$ cat config.mk
export PLATFORM = sky130hd
export DESIGN_NAME = vga_score_counter
export DESIGN_NICKNAME = d
export VERILOG_FILES = /design/src/rtl/vga_score_counter.sv
export SDC_FILE = /design/constraint.sdc
export NUM_CORES = 1
export LEC_CHECK = 0
export CAP_MARGIN = 20
export CELL_PAD_IN_SITES_DETAIL_PLACEMENT = 0
export CELL_PAD_IN_SITES_GLOBAL_PLACEMENT = 1
export CORE_MARGIN = 4
export CORE_UTILIZATION = 45
export CTS_CLUSTER_DIAMETER = 150
export DETAILED_ROUTE_END_ITERATION = 12
export PLACE_DENSITY_LB_ADDON = 0.05
export SYNTH_ARGS = -nofsm -noshare
export SYNTH_HDL_FRONTEND = slang
export SYNTH_SLANG_ARGS = --single-unit
$ cat constraint.sdc
create_clock -name clk -period 3.61 [get_ports clk]
set_input_delay 0.722 -clock clk [delete_from_list [all_inputs] [get_ports clk]]
set_output_delay 0.722 -clock clk [all_outputs]
set_load 0.05 [all_outputs]
$ cat src/rtl/vga_score_counter.sv
// vga_score_counter: packed-BCD score keeper for the snake game.
//
// Point events are queued in a small pending counter and applied one at a time:
// each increment ripples through the BCD digits one digit per cycle, then the new
// score is compared against the high score. The display outputs are snapshots
// taken only on frame_start (or deferred until the ripple finishes), so the
// seven-segment renderers never see a half-carried value or a mid-frame change.
//
// Ports:
//   clk            system clock
//   reset_n        asynchronous active-low reset
//   inc            one-cycle pulse per point earned
//   clear          synchronous game restart (zeroes score, keeps high score)
//   frame_start    one-cycle pulse at start of vertical blanking
//   score_digits   displayed score snapshot, digit 0 (LSD) in [3:0]
//   hiscore_digits displayed high-score snapshot, same packing
//   busy           increment in progress or queued
//   overflow       sticky: increment discarded because score was all 9s
//   drop_err       sticky: inc discarded because the pending counter was full
module vga_score_counter #(
  parameter int unsigned NDIGITS = 4,
  parameter int unsigned PEND_W  = 4
) (
  input  logic                   clk,
  input  logic                   reset_n,
  input  logic                   inc,
  input  logic                   clear,
  input  logic                   frame_start,
  output logic [4*NDIGITS-1:0]   score_digits,
  output logic [4*NDIGITS-1:0]   hiscore_digits,
  output logic                   busy,
  output logic                   overflow,
  output logic                   drop_err
);

  localparam int unsigned SW = 4 * NDIGITS;
  localparam int unsigned DW = (NDIGITS > 1) ? $clog2(NDIGITS) : 1;

  typedef enum logic [1:0] {StIdle, StAdd, StCmp} state_e;

  state_e            state_q, state_d;
  logic [SW-1:0]     score_q, score_d;
  logic [SW-1:0]     hiscore_q, hiscore_d;
  logic [SW-1:0]     score_disp_q, score_disp_d;
  logic [SW-1:0]     hiscore_disp_q, hiscore_disp_d;
  logic [PEND_W-1:0] pending_q, pending_d;
  logic [DW-1:0]     d_q, d_d;
  logic              snap_req_q, snap_req_d;
  logic              overflow_q, overflow_d;
  logic              drop_err_q, drop_err_d;

  logic              all_nines;
  logic              pend_nz;
  logic              pend_full;
  logic              deq;
  logic              flush;
  logic              inc_acc;
  logic [3:0]        cur_digit;

  always_comb begin
    all_nines = 1'b1;
    for (int unsigned i = 0; i < NDIGITS; i++) begin
      if (score_q[4*i +: 4] != 4'd9) all_nines = 1'b0;
    end
  end

  assign pend_nz   = (pending_q != '0);
  assign pend_full = (pending_q == {PEND_W{1'b1}});
  // Start an increment, or discard the whole queue when the score cannot grow.
  assign deq       = (state_q == StIdle) && pend_nz && !all_nines;
  assign flush     = (state_q == StIdle) && pend_nz && all_nines;
  // A same-cycle dequeue frees a slot, so a full queue can still take the inc.
  assign inc_acc   = inc && (!pend_full || deq);
  assign cur_digit = score_q[4*int'(d_q) +: 4];

  always_comb begin
    state_d        = state_q;
    score_d        = score_q;
    hiscore_d      = hiscore_q;
    score_disp_d   = score_disp_q;
    hiscore_disp_d = hiscore_disp_q;
    pending_d      = pending_q;
    d_d            = d_q;
    snap_req_d     = snap_req_q;
    overflow_d     = overflow_q;
    drop_err_d     = drop_err_q;

    if (clear) begin
      state_d    = StIdle;
      score_d    = '0;
      pending_d  = '0;
      d_d        = '0;
      snap_req_d = 1'b0;
      overflow_d = 1'b0;
      drop_err_d = 1'b0;
      if (frame_start) begin
        score_disp_d   = '0;
        hiscore_disp_d = hiscore_q;
      end
    end else begin
      if (inc && !inc_acc) drop_err_d = 1'b1;

      if (flush) begin
        pending_d = '0;
      end else if (inc_acc && !deq) begin
        pending_d = pending_q + PEND_W'(1);
      end else if (!inc_acc && deq) begin
        pending_d = pending_q - PEND_W'(1);
      end

      unique case (state_q)
        StIdle: begin
          if (flush) begin
            overflow_d = 1'b1;
          end else if (deq) begin
            d_d     = '0;
            state_d = StAdd;
          end
          if (frame_start) begin
            score_disp_d   = score_q;
            hiscore_disp_d = hiscore_q;
          end
        end
        StAdd: begin
          if (cur_digit == 4'd9) begin
            score_d[4*int'(d_q) +: 4] = 4'd0;
            d_d                       = d_q + DW'(1);
          end else begin
            score_d[4*int'(d_q) +: 4] = cur_digit + 4'd1;
            state_d                   = StCmp;
          end
          // Score is mid-ripple; hold the snapshot until the carry settles.
          if (frame_start) snap_req_d = 1'b1;
        end
        StCmp: begin
          // Packed BCD orders the same as its decimal value.
          if (score_q > hiscore_q) hiscore_d = score_q;
          if (frame_start || snap_req_q) begin
            score_disp_d   = score_q;
            hiscore_disp_d = hiscore_d;
          end
          snap_req_d = 1'b0;
          state_d    = StIdle;
        end
        default: state_d = StIdle;
      endcase
    end
  end

  always_ff @(posedge clk or negedge reset_n) begin
    if (!reset_n) begin
      state_q        <= StIdle;
      score_q        <= '0;
      hiscore_q      <= '0;
      score_disp_q   <= '0;
      hiscore_disp_q <= '0;
      pending_q      <= '0;
      d_q            <= '0;
      snap_req_q     <= 1'b0;
      overflow_q     <= 1'b0;
      drop_err_q     <= 1'b0;
    end else begin
      state_q        <= state_d;
      score_q        <= score_d;
      hiscore_q      <= hiscore_d;
      score_disp_q   <= score_disp_d;
      hiscore_disp_q <= hiscore_disp_d;
      pending_q      <= pending_d;
      d_q            <= d_d;
      snap_req_q     <= snap_req_d;
      overflow_q     <= overflow_d;
      drop_err_q     <= drop_err_d;
    end
  end

  assign score_digits   = score_disp_q;
  assign hiscore_digits = hiscore_disp_q;
  assign busy           = (state_q != StIdle) || pend_nz;
  assign overflow       = overflow_q;
  assign drop_err       = drop_err_q;

endmodule

; ---- Word-level counts from Yosys, hierarchy flattened
; Index checks and enable logic that the tools add are counted.
[totals]
input_bits = 5
register_bits = 75
word_cells = 110
[classes]
reduce_logical = 32
n_eq_ne = 16
n_bitwise = 1
muxes = 41
n_shift = 4
order_cmp = 1
addsub = 5
[ops]
columns = operator, count
row1 = 16-bit two-way mux, 11
row2 = 16-bit case mux with 2 select lines, 2
row3 = 4-bit negator with 33-bit output, 1
row4 = 4-bit by 33-bit variable shift with 16-bit output (first input constant), 1
row5 = 4-bit by 33-bit variable part select with 16-bit output, 1
row6 = 4-bit by 33-bit variable part select with 16-bit output (first input constant), 1
row7 = 16-bit bitwise mux, 2
row8 = 3-bit != test (second input constant), 6
row9 = 16-bit > comparator, 1
row10 = 2-bit two-way mux, 8
row11 = 4-bit two-way mux, 4
row12 = 4-bit != test (second input constant), 4
row13 = 16-bit by 5-bit variable part select with 4-bit output, 1
row14 = 1-bit two-way mux, 11
row15 = 2-bit nonzero test, 5
row16 = 3-bit nonzero test, 3
row17 = 4-bit by 1-bit adder with 4-bit output (second input constant), 2
row18 = 4-bit equality test (second input constant), 2
row19 = 2-bit case mux with 2 select lines, 2
row20 = 2-bit AND reduction, 4
row21 = 4-bit AND reduction, 2
row22 = 4-bit nonzero test, 2
row23 = 1-bit logical AND, 7
row24 = 1-bit logical NOT, 4
row25 = other kinds (11), 13

; ---- Longest topological paths before layout
[depth]
ltp_word = 15
mapped_depth = 13
ltp_nobuf = 13

; ---- Worst setup path after synthesis
; No wires, ideal clock.
[synth_path]
kind = reg2reg
start = register score_q[2]
end = register pending_q[3]
path_buffers = 0
required_ps = 3533
path_slack_ps = 708
path_stages_with_launch = 14
t_arrival_ps = 2825
cell_sequence = dfrtp_1 -> or4_1 -> nor4_4 -> nor2b_2 -> nor2_1 -> nor2b_1 -> ha_1 -> inv_1 -> ha_1 -> a21o_1 -> a21oi_1 -> xnor2_1 -> or3_1 -> a21oi_1
[synth_via]
elab_chain_len = 13
elab_cells_between_ends = 18
[synth_rtl]
columns = item, line
row1 = start: declaration, 42  ; logic [SW-1:0] score_q, score_d;
row2 = start signal: assignment, 164  ; score_q <= score_d;
row3 = 4-bit != test (*), 63  ; if (score_q[4*i +: 4] != 4'd9) all_nines = 1'b0;
row4 = 1-bit two-way mux (*) (4 in a row), 63
row5 = 1-bit logical NOT, 70  ; assign deq = (state_q == StIdle) && pend_nz && !all_nines;
row6 = 1-bit logical AND, 70
row7 = 1-bit logical OR, 73  ; assign inc_acc = inc && (!pend_full || deq);
row8 = 1-bit logical AND, 73
row9 = 1-bit logical AND, 105  ; end else if (inc_acc && !deq) begin
row10 = 4-bit two-way mux, 105
row11 = 4-bit two-way mux, 103  ; if (flush) begin
row12 = 4-bit two-way mux, 88  ; if (clear) begin
row13 = end signal: assignment, 168  ; pending_q <= pending_d;
row14 = end: declaration, 46  ; logic [PEND_W-1:0] pending_q, pending_d;
; Mark *: on every way between the ends. The rest lies on a longest branch, timed or not.
; A chain may end at the register's enable or synchronous reset.

; ---- Worst setup path after layout
[layout_path]
start = register score_q[6]
end = register pending_q[3]
[layout_via]
elab_chain_len = 12
elab_cells_between_ends = 17
[layout_rtl]
columns = item, line
row1 = 4-bit != test (*), 63
row2 = 1-bit two-way mux (*) (3 in a row), 63
row3 = 1-bit logical NOT, 70
row4 = 1-bit logical AND, 70
row5 = 1-bit logical OR, 73
row6 = 1-bit logical AND, 73
row7 = 1-bit logical AND, 105
row8 = 4-bit two-way mux, 105
row9 = 4-bit two-way mux, 103
row10 = 4-bit two-way mux, 88
; Marked as above.

==> results.sh <==
export IMPL_path_clk_slew_ps=80
export IMPL_via_per_inst=5.86
export IMPL_hold_path_class="input pin to asynchronous set/reset pin"
export IMPL_startpoint_type="flip-flop"
export IMPL_r2r_end="pending_q[3]"
export IMPL_post_place_ws_ps=434
export IMPL_endpoint_kind="flip-flop"
export IMPL_synth_edf_count=0
export IMPL_io_buffers=39
export IMPL_fin_crit_sh=0.876
export IMPL_pwr_share_comb=0.311
export IMPL_synth_top_cell_area_share=0.443
export IMPL_r2r_worst_path_cells=13
export IMPL_grt_pass1_vias=3440
export IMPL_grt_pass1_wl_um=18000
export IMPL_dieHeight_um=105
export IMPL_netlist_instances=411
export IMPL_firstDrtPassIters=4
export IMPL_die_w_um=105
export IMPL_place_inst=556
export IMPL_cp_required_ps=3890
export IMPL_setup_viol=0
export IMPL_cts_buffer_depth=2
export IMPL_gr_usage_all_layers=0.207
export IMPL_slowest_stage="or4_1"
export IMPL_ant_nets=0
export IMPL_overflow=0
export IMPL_internal_power_mw=1.67
export IMPL_ys_ff_latch=75
export IMPL_grt_max_degree=76
export IMPL_finalMaxSlewViolations=0
export IMPL_place_gp_congestion=0.841
export IMPL_async_flop_share=1.00
export IMPL_synth_cell_types=52
export IMPL_fin_total_pwr_mw=2.60
export IMPL_clk_latency_ps=350
export IMPL_rsz0062_at_grt="false"
export IMPL_switchingPower_uw=927
export IMPL_yosys_warnings=0
export IMPL_cp_cell_sequence="or4_1 -> nor4_4 -> nor2b_2 -> nor2_1 -> nor2b_1 -> ha_1 -> inv_1 -> ha_1 -> a21o_1 -> a21oi_1 -> xnor2_1 -> or3_1 -> a21oi_1"
export IMPL_min_period_ps=3160
export IMPL_powerDensity_nw_per_um2=509
export IMPL_cts_root_buf="clkbuf_8"
export IMPL_final_cell_area_um2=5100
export IMPL_final_layout_size_suffix_gt1_frac=0.147
export IMPL_drt_wl_total_um=10700
export IMPL_hold_slack_ps=291
export IMPL_finalSetupTns_ps=0
export IMPL_layout_common_cells="dfrtp_1, clkdlybuf4s50_1, o21ai_0"
export IMPL_r2r_slack_ps=450
export IMPL_htreeDepth=3
export IMPL_routed_via_count=3355
export IMPL_postCtsSetupBuffers=0
export IMPL_dpl_cell_area_um2=4820
export IMPL_max_freq_ghz=0.316
export IMPL_final_common_cell="dfrtp_1"
export IMPL_status="complete, no violations"
export IMPL_antennaDiodeCount=0
export IMPL_max_stage_delay_ps=590
export IMPL_ys_flop_type="dfrtp_1"
export IMPL_row_count=35
export IMPL_worstMarginPinSlew_ps=786
export IMPL_yosysTopAreaCell="dfrtp_1"
export IMPL_clock_sinks=75
export IMPL_hold_buffers=0
export IMPL_syn_avg_cell_area_um2=10.3
export IMPL_yosysSeqAreaShare=0.443
export IMPL_wl_per_cell_um=18.7
export IMPL_fin_cells=573
export IMPL_synthesis_area_um2=4240
export IMPL_worstPathArrival_ps=3440
export IMPL_hold_viol=0
export IMPL_fin_ws_ps=446
export IMPL_start_util=0.461
export IMPL_syn_to_final_growth_pct=20.4
export IMPL_hpwl_um=7280
export IMPL_clkPwrFrac=0.323
export IMPL_critPathBufInv=1
export IMPL_vdd_drop_max_mv=0.417
export IMPL_cp_max_fo=7
export IMPL_p_leak_nw=2.16
export IMPL_synth_nets=442
export IMPL_num_io_pins=40
export IMPL_critical_path_top_delay_family="simple AND/OR/NAND/NOR gates"
export IMPL_antenna_found_initial=0
export IMPL_cts_resized=0
export IMPL_r2r_start="score_q[6]"
export IMPL_seq_power_share=0.367
export IMPL_die_area_um2=11000
export IMPL_layout_nets=488
export IMPL_slew_headroom=0.476
export IMPL_drt_iter0_drc=177
export IMPL_sw_frac_of_total=0.357
export IMPL_numCtsBuffers=9
export IMPL_final_util=0.555
export IMPL_cts_tree="done"
export IMPL_synth_area_leaders="dfrtp_1, ha_1, o211ai_1"
export IMPL_critPathKind="flip-flop to flip-flop"
export IMPL_skew_ps=12.3
export IMPL_drc=0
export IMPL_maxCapViolCount=0
export IMPL_fp_coreArea_um2=9200
-- state kept, by name, summed over array words and instances (netlist names) --
register	flops
hiscore_digits	16
hiscore_q	16
score_digits	16
score_q	16
pending_q	4
d_q	2
state_q	2
drop_err	1
overflow	1
snap_req_q	1
-- final cells by class --
type,count,area [µm²]
fillers,810,4090
multi-input cells,286,2160
flip-flops and latches,75,1880
repair buffers,58,563
clock buffers,12,165
well taps,111,139
inverters,27,101
clock inverters,4,95.1
-- cell families (layout without fill, tap and decap cells) --
logic type	Yosys count	in the layout	synth area share
buffers and inverters	50	101	0.0499
AO/OA/AOI/OAI	130	130	0.205
adder cells (fa/ha/maj)	26	26	0.0785
multiplexers	20	20	0.0726
AND/OR/NAND/NOR	105	105	0.141
XOR/XNOR	5	5	0.0103
flip-flops	75	75	0.443
-- Yosys cell counts, drive strengths merged, types with 10 or more instances --
library cell / count
dfrtp: 75
o21ai: 37
nand2: 36
o211ai: 33
inv: 27
ha: 25
a21oi: 18
a22oi: 16
mux2: 16
o2111ai: 16
clkbuf: 15
nand2b: 15
nor2: 15
nand4: 10
-- how the worst max path moves through the flow --
stage | startpoint | endpoint | slack (ps) | cells after the start
2_1_floorplan | score_q[2] | pending_q[3] | 710 | 13
3_3_place_gp | score_q[6] | pending_q[3] | 530 | 13
3_5_place_dp | score_q[6] | pending_q[3] | 430 | 13
4_1_cts | score_q[6] | pending_q[3] | 440 | 13
5_1_grt | score_q[6] | pending_q[3] | 240 | 13
6_report | score_q[6] | pending_q[3] | 450 | 13
-- power groups by stage --
stage | clock, mW | sequential, mW | combinational (mW)
after global routing | 0.888 | 0.961 | 0.890
after floorplan | 0 | 0.972 | 0.563
after detailed placement | 0 | 0.966 | 0.804
after CTS | 0.853 | 0.950 | 0.808
final | 0.838 | 0.951 | 0.807
after global placement | 0 | 0.965 | 0.799
-- per-layer routing --
| layer | GRT usage | wire, µm |
|---|---|---|
| met1 | 0.300 | 5120 |
| met2 | 0.314 | 4860 |
| met3 | 0.0315 | 547 |
| met4 | 0.0731 | 210 |
| met5 | 0 | 0 |
Power figures use the tool's default switching activity.
